File: src/rtl/mem_issue_ctrl.sv
// -----------------------------------------------------------------------------
// mem_issue_ctrl
//   Arbitrates the single memory port between the issue stage and the data-side
//   bus. Tracks in-flight loads/stores, tags each one with its kind in a small
//   in-order queue, throttles further issue through wait_mem_o, and after a
//   pipeline flush drains the responses of killed ops without forwarding them
//   to commit.
//
//   Optional feature: define MEM_CTRL_TIMEOUT_EN to add a watchdog. When a
//   response is outstanding and none arrives for TIMEOUT cycles, the watchdog
//   pulses timeout_err_o and returns the controller to its idle state.
//   Without the macro there is no watchdog and timeout_err_o is tied to 0.
//
// Ports
//   clk_i            core clock
//   reset_i          asynchronous, active-high reset
//   mem_issued_i     issue stage launched one mem op this cycle
//   mem_is_store_i   kind of the op qualified by mem_issued_i (1 = store)
//   data_ok_i        bus returned the response of the oldest in-flight op
//   flush_i          pipeline flush (exception / branch redirect)
//   wait_mem_o       block issue of further mem ops
//   resp_valid_o     live response delivered to commit
//   resp_is_store_o  kind of the op for resp_valid_o
//   outstanding_o    current in-flight count
//   draining_o       high while discarding responses of flushed ops
//   timeout_err_o    watchdog fired (one-cycle pulse)
// -----------------------------------------------------------------------------
module mem_issue_ctrl #(
    parameter int MAX_OUTSTANDING = 2,
    parameter int CNT_W           = $clog2(MAX_OUTSTANDING) + 1,
    parameter int TIMEOUT         = 255
) (
    input  logic             clk_i,
    input  logic             reset_i,
    input  logic             mem_issued_i,
    input  logic             mem_is_store_i,
    input  logic             data_ok_i,
    input  logic             flush_i,
    output logic             wait_mem_o,
    output logic             resp_valid_o,
    output logic             resp_is_store_o,
    output logic [CNT_W-1:0] outstanding_o,
    output logic             draining_o,
    output logic             timeout_err_o
);

    localparam int PTR_W = $clog2(MAX_OUTSTANDING);

    typedef enum logic [1:0] {
        IDLE  = 2'd0,
        BUSY  = 2'd1,
        DRAIN = 2'd2
    } state_t;

    state_t                     state_q, state_d;
    logic [CNT_W-1:0]           count_q, count_d;
    logic [MAX_OUTSTANDING-1:0] fifo_q;
    logic [PTR_W-1:0]           wr_ptr_q, rd_ptr_q;
    logic                       resp_valid_q, resp_valid_d;
    logic                       resp_is_store_q, resp_is_store_d;
    logic                       issue_acc, pop_acc;
    logic                       wd_fire;

    // Decoded from registers only, so issue never sees a comb path from the bus.
    assign wait_mem_o = (count_q == CNT_W'(MAX_OUTSTANDING)) | (state_q == DRAIN);

    always_comb begin
        issue_acc = mem_issued_i & ~wait_mem_o & ~flush_i;
        pop_acc   = data_ok_i & (count_q != '0);
        count_d   = count_q + CNT_W'(issue_acc) - CNT_W'(pop_acc);

        state_d = state_q;
        case (state_q)
            IDLE:    if (issue_acc) state_d = BUSY;
            BUSY: begin
                if (count_d == '0)  state_d = IDLE;
                else if (flush_i)   state_d = DRAIN;
            end
            DRAIN:   if (count_d == '0) state_d = IDLE;
            default: state_d = IDLE;
        endcase

        // Responses of ops killed by a flush (same cycle or while draining) are swallowed.
        resp_valid_d    = pop_acc & (state_q == BUSY) & ~flush_i;
        resp_is_store_d = resp_valid_d & fifo_q[rd_ptr_q];
    end

`ifdef MEM_CTRL_TIMEOUT_EN
    logic [7:0] wd_q;
    logic       timeout_err_q;

    assign wd_fire       = (count_q != '0) & ~data_ok_i & (wd_q == 8'(TIMEOUT - 1));
    assign timeout_err_o = timeout_err_q;
`else
    logic unused_timeout_cfg;

    assign unused_timeout_cfg = ^TIMEOUT;
    assign wd_fire            = 1'b0;
    assign timeout_err_o      = 1'b0;
`endif

    always_ff @(posedge clk_i or posedge reset_i) begin
        if (reset_i) begin
            state_q         <= IDLE;
            count_q         <= '0;
            fifo_q          <= '0;
            wr_ptr_q        <= '0;
            rd_ptr_q        <= '0;
            resp_valid_q    <= 1'b0;
            resp_is_store_q <= 1'b0;
`ifdef MEM_CTRL_TIMEOUT_EN
            wd_q            <= '0;
            timeout_err_q   <= 1'b0;
`endif
        end else if (wd_fire) begin
            // Lost response: abandon everything in flight and start clean.
            state_q         <= IDLE;
            count_q         <= '0;
            wr_ptr_q        <= '0;
            rd_ptr_q        <= '0;
            resp_valid_q    <= 1'b0;
            resp_is_store_q <= 1'b0;
`ifdef MEM_CTRL_TIMEOUT_EN
            wd_q            <= '0;
            timeout_err_q   <= 1'b1;
`endif
        end else begin
            state_q         <= state_d;
            count_q         <= count_d;
            resp_valid_q    <= resp_valid_d;
            resp_is_store_q <= resp_is_store_d;
            if (issue_acc) begin
                fifo_q[wr_ptr_q] <= mem_is_store_i;
                wr_ptr_q         <= wr_ptr_q + PTR_W'(1);
            end
            if (pop_acc) begin
                rd_ptr_q <= rd_ptr_q + PTR_W'(1);
            end
`ifdef MEM_CTRL_TIMEOUT_EN
            timeout_err_q <= 1'b0;
            if ((count_q == '0) || data_ok_i) wd_q <= '0;
            else                              wd_q <= wd_q + 8'd1;
`endif
        end
    end

    assign resp_valid_o    = resp_valid_q;
    assign resp_is_store_o = resp_is_store_q;
    assign outstanding_o   = count_q;
    assign draining_o      = (state_q == DRAIN);

endmodule

File: config.mk
export PLATFORM = sky130hd
export DESIGN_NAME = mem_issue_ctrl
export DESIGN_NICKNAME = d
export VERILOG_FILES = /design/src/rtl/mem_issue_ctrl.sv
export SDC_FILE = /design/constraint.sdc
export NUM_CORES = 1
export LEC_CHECK = 0
export CAP_MARGIN = 5
export CORE_AREA = 2 2 39 41
export DETAILED_ROUTE_END_ITERATION = 7
export DIE_AREA = 0 0 41 43
export PLACE_DENSITY_LB_ADDON = 0.05
export SLEW_MARGIN = 20
export SYNTH_ARGS = -nofsm -noshare
export SYNTH_HDL_FRONTEND = slang
export SYNTH_SLANG_ARGS = --single-unit
File: constraint.sdc
create_clock -name clk_i -period 2.4 [get_ports clk_i]
set_input_delay 0.6 -clock clk_i [delete_from_list [all_inputs] [get_ports clk_i]]
set_output_delay 0.6 -clock clk_i [all_outputs]
set_load 0.02 [all_outputs]
==> impl_metrics.csv <==
group,metric,value,unit
run_status,status,"complete, no violations",
power_and_ir_drop,pwr-share-clk,17.3,%
clock_tree,cts_tree,"yes",
floorplan,start_util,35.7,%
synth,synth-seq-cells,10,
clock_tree,htree_levels,1,
synth,synth_top_area_share,50.6,%
synth,synth-compound-area-share,5.32,%
critical_path,start_kind,"flop",
clock_tree,cts_buffer_depth,2,
synth,ys_warn_count,0,
cells_and_area,diodes,0,
floorplan,dieArea,0.00176,mm^2
floorplan,pin_count,13,
cells_and_area,utilization,49.4,%
synth,synthArstFlopShare,100,%
grt,overflow,0,
grt,grt_pass1_wl,1390,um
sta,worst_clock_skew,0.00124,ns
route,drc,0,
power_and_ir_drop,power.density,1280,mW/mm^2
cells_and_area,fin_cells,73,
synth,synthAdderAreaFrac,5.06,%
clock_tree,cts_num_sinks,10,
route,postRouteAntennaNets,0,
power_and_ir_drop,power_frac_comb,48.5,%
clock_tree,ctsHoldBuffers,0,
floorplan,core_area,0.00138,mm^2
placed_design,portBuffers,11,
synth,mappedNetlistArea,494,um^2
placed_design,place_congestion,0.646,
route,wire_per_inst,12.5,um
critical_path,crit_type,"reg2out",
power_and_ir_drop,worst_ir_drop_vdd,0.000649,V
synth,syn_nets,47,
synth,ys.flop_type,"dfrtp_1",
synth,ys_seq_area_share,50.6,%
synth,syn_area_per_cell,12.7,um^2
route,dr.max_layer_used,"met4",
clock_tree,cts_buffers,3,
route,first_iter_violations,4,
clock_tree,ctsResizeCount,0,
synth,synth_xor_area_share,8.61,%
sta,max_freq,460,MHz
power_and_ir_drop,p_leak,0.317,nW
power_and_ir_drop,p_seq_share,34.2,%
synth,synth_top_family_by_area,"simple AND/OR/NAND/NOR gates",
power_and_ir_drop,p_sw_share,36.0,%
synth,synth_top_area_cell,"dfrtp_1",
grt,grt_usage,12.5,%
route,vias,338,
synth,synth_area_leaders,"dfrtp_1, ha_1, xor3_2, mux2_1, xnor2_1",
grt,antenna_found_initial,0,
power_and_ir_drop,intPower,560,uW
placed_design,placed_cells,69,
clock_tree,cts_root_buf,"clkbuf_4",
sta,drv_slew,0,
floorplan,die_h,43,um
sta,min_period_over_period,90.6,%
sta,finalSetupViolations,0,
synth,yosys.area_share.simple,18.5,%
synth,synthMuxAreaShare,6.58,%
critical_path,cp-end-kind,"output port",
floorplan,die_width,41,um
sta,final.min_clock_period,2.17,ns
clock_tree,clkTransAtPathRegs,0.06,ns
sta,finalSetupTns,0,ns
synth,synthCells,39,
power_and_ir_drop,p_switching,316,uW
hold_path,min_path_type,"reg2reg",
route,drt-pass1-iter-count,2,
sta,final-hold-violation-count,0,
route,drt_wl_total,910,um
cells_and_area,nNetsFinal,66,
sta,rsz0062_at_grt,"false",
clock_tree,post_cts_buffers,0,
route,met3_length,47,um
grt,grt_pass1_vias,333,
placed_design,hpwl,761,um
route,viasPerCell,4.63,
critical_path,worstPathMaxFanout,4,
route,dr_wl_met2,510,um
critical_path,cp.required,1.80,ns
cells_and_area,nFillCells,121,
cells_and_area,layout-drive-gt1-share,24.6,%
synth,yosysUniqueCellTypes,24,
synth,synth-edff-count,0,
cells_and_area,areaGrowthSynthToFinish,38.2,%
floorplan,rows,14,
critical_path,worstPathArrival,1.57,ns
clock_tree,clk_latency,0.27,ns
route,met1_length,346,um
run,cap_violations,0,
grt,grt_max_degree,11,
-- synthesized netlist by cell type (all sizes together) (2+ instances only) --
cell type,count
dfrtp,10
inv,4
ha,2
mux2,2
nand2b,2
nor2,2
xnor2,2
-- power by group through the flow --
stage	sequential, mW	combinational, mW	clock [mW]
final	0.300	0.425	0.151
after global routing	0.312	0.454	0.165
after CTS	0.301	0.433	0.155
after detailed placement	0.305	0.432	0
after global placement	0.293	0.418	0
after floorplan	0.312	0.279	0
-- area by class of cell --
| cell class | count | area [um^2] | area share, % |
|---|---|---|---|
| inverters | 4 | 15.0 | 2.20 |
| repair buffers | 15 | 140 | 20.5 |
| multi-input cells | 24 | 221 | 32.4 |
| well taps | 16 | 20.0 | 2.93 |
| clock buffers | 4 | 36.3 | 5.31 |
| flip-flops and latches | 10 | 250 | 36.6 |
-- cells in the final DEF (no fill, tap or decap), drive strengths merged --
master          n
clkdlybuf4s50  11
dfrtp          10
inv             4
buf             4
clkbuf          4
xnor2           2
mux2            2
ha              2
nand2b          2
nor2            2
o21ai           1
nor2b           1
nand3           1
nand4           1
nand2           1
xor3            1
or3b            1
mux2i           1
nor3            1
nand3b          1
a21oi           1
nand4b          1
o22ai           1
conb            1
-- metal layers --
layer / up-vias / track usage (%)
li1: 166 / -
met4: 0 / 4.00
met1: 161 / 12.8
met5: - / 0
met2: 9 / 20.0
met3: 2 / 7.85
-- registers in the layout, indices dropped and copies added, names as in the netlist --
register and flops:
fifo_q 2, outstanding_o 2, rd_ptr_q 1, resp_is_store_o 1
resp_valid_o 1, state_q 2, wr_ptr_q 1
-- worst max-delay path, cell delays in order (launching register included) --
cell,delay [ns]
dfrtp_1,0.41
nand2b_1,0.22
nand2_1,0.09
clkdlybuf4s50_1,0.59
-- logic make-up (layout without fill, tap and decap cells) --
family,count (synthesis),in the layout
multiplexers,3,3
AND/OR/NAND/NOR,12,12
flip-flops,10,10
AO/OA/AOI/OAI,3,3
buffers and inverters,5,23
adder cells (fa/ha/maj),2,2
other,1,1
XOR/XNOR,3,3
-- path summary, 6_finish.rpt --
check,startpoint,endpoint,slack [ns],cells past startpoint
hold / removal,wr_ptr_q$_DFFE_PP0P_,wr_ptr_q$_DFFE_PP0P_,0.50,1
setup reg to reg,outstanding_o[0]$_DFF_PP0_,state_q[0]$_DFFE_PP0P_,0.56,8
max in group asynchronous,reset_i,wr_ptr_q$_DFFE_PP0P_,1.54,2
min in group asynchronous,reset_i,rd_ptr_q$_DFFE_PP0P_,0.60,2
setup / recovery,outstanding_o[0]$_DFF_PP0_,wait_mem_o,0.23,3
hold reg to reg,wr_ptr_q$_DFFE_PP0P_,wr_ptr_q$_DFFE_PP0P_,0.50,1
-- through the flow --
step | worst slack (ns) | hold WS, ns | cell area, um^2 | power (mW)
final | 0.225 | 0.495 | 683 | 0.876
after global routing | 0.152 | 0.525 | 683 | 0.931
after CTS | 0.199 | 0.502 | 683 | 0.889
after detailed placement | -0.0834 | 0.493 | 647 | 0.737
after global placement | -0.0333 | 0.470 | 647 | 0.711
after floorplan | 0.407 | 0.440 | 494 | 0.591
No activity file was read; power rests on OpenSTA's default activity.
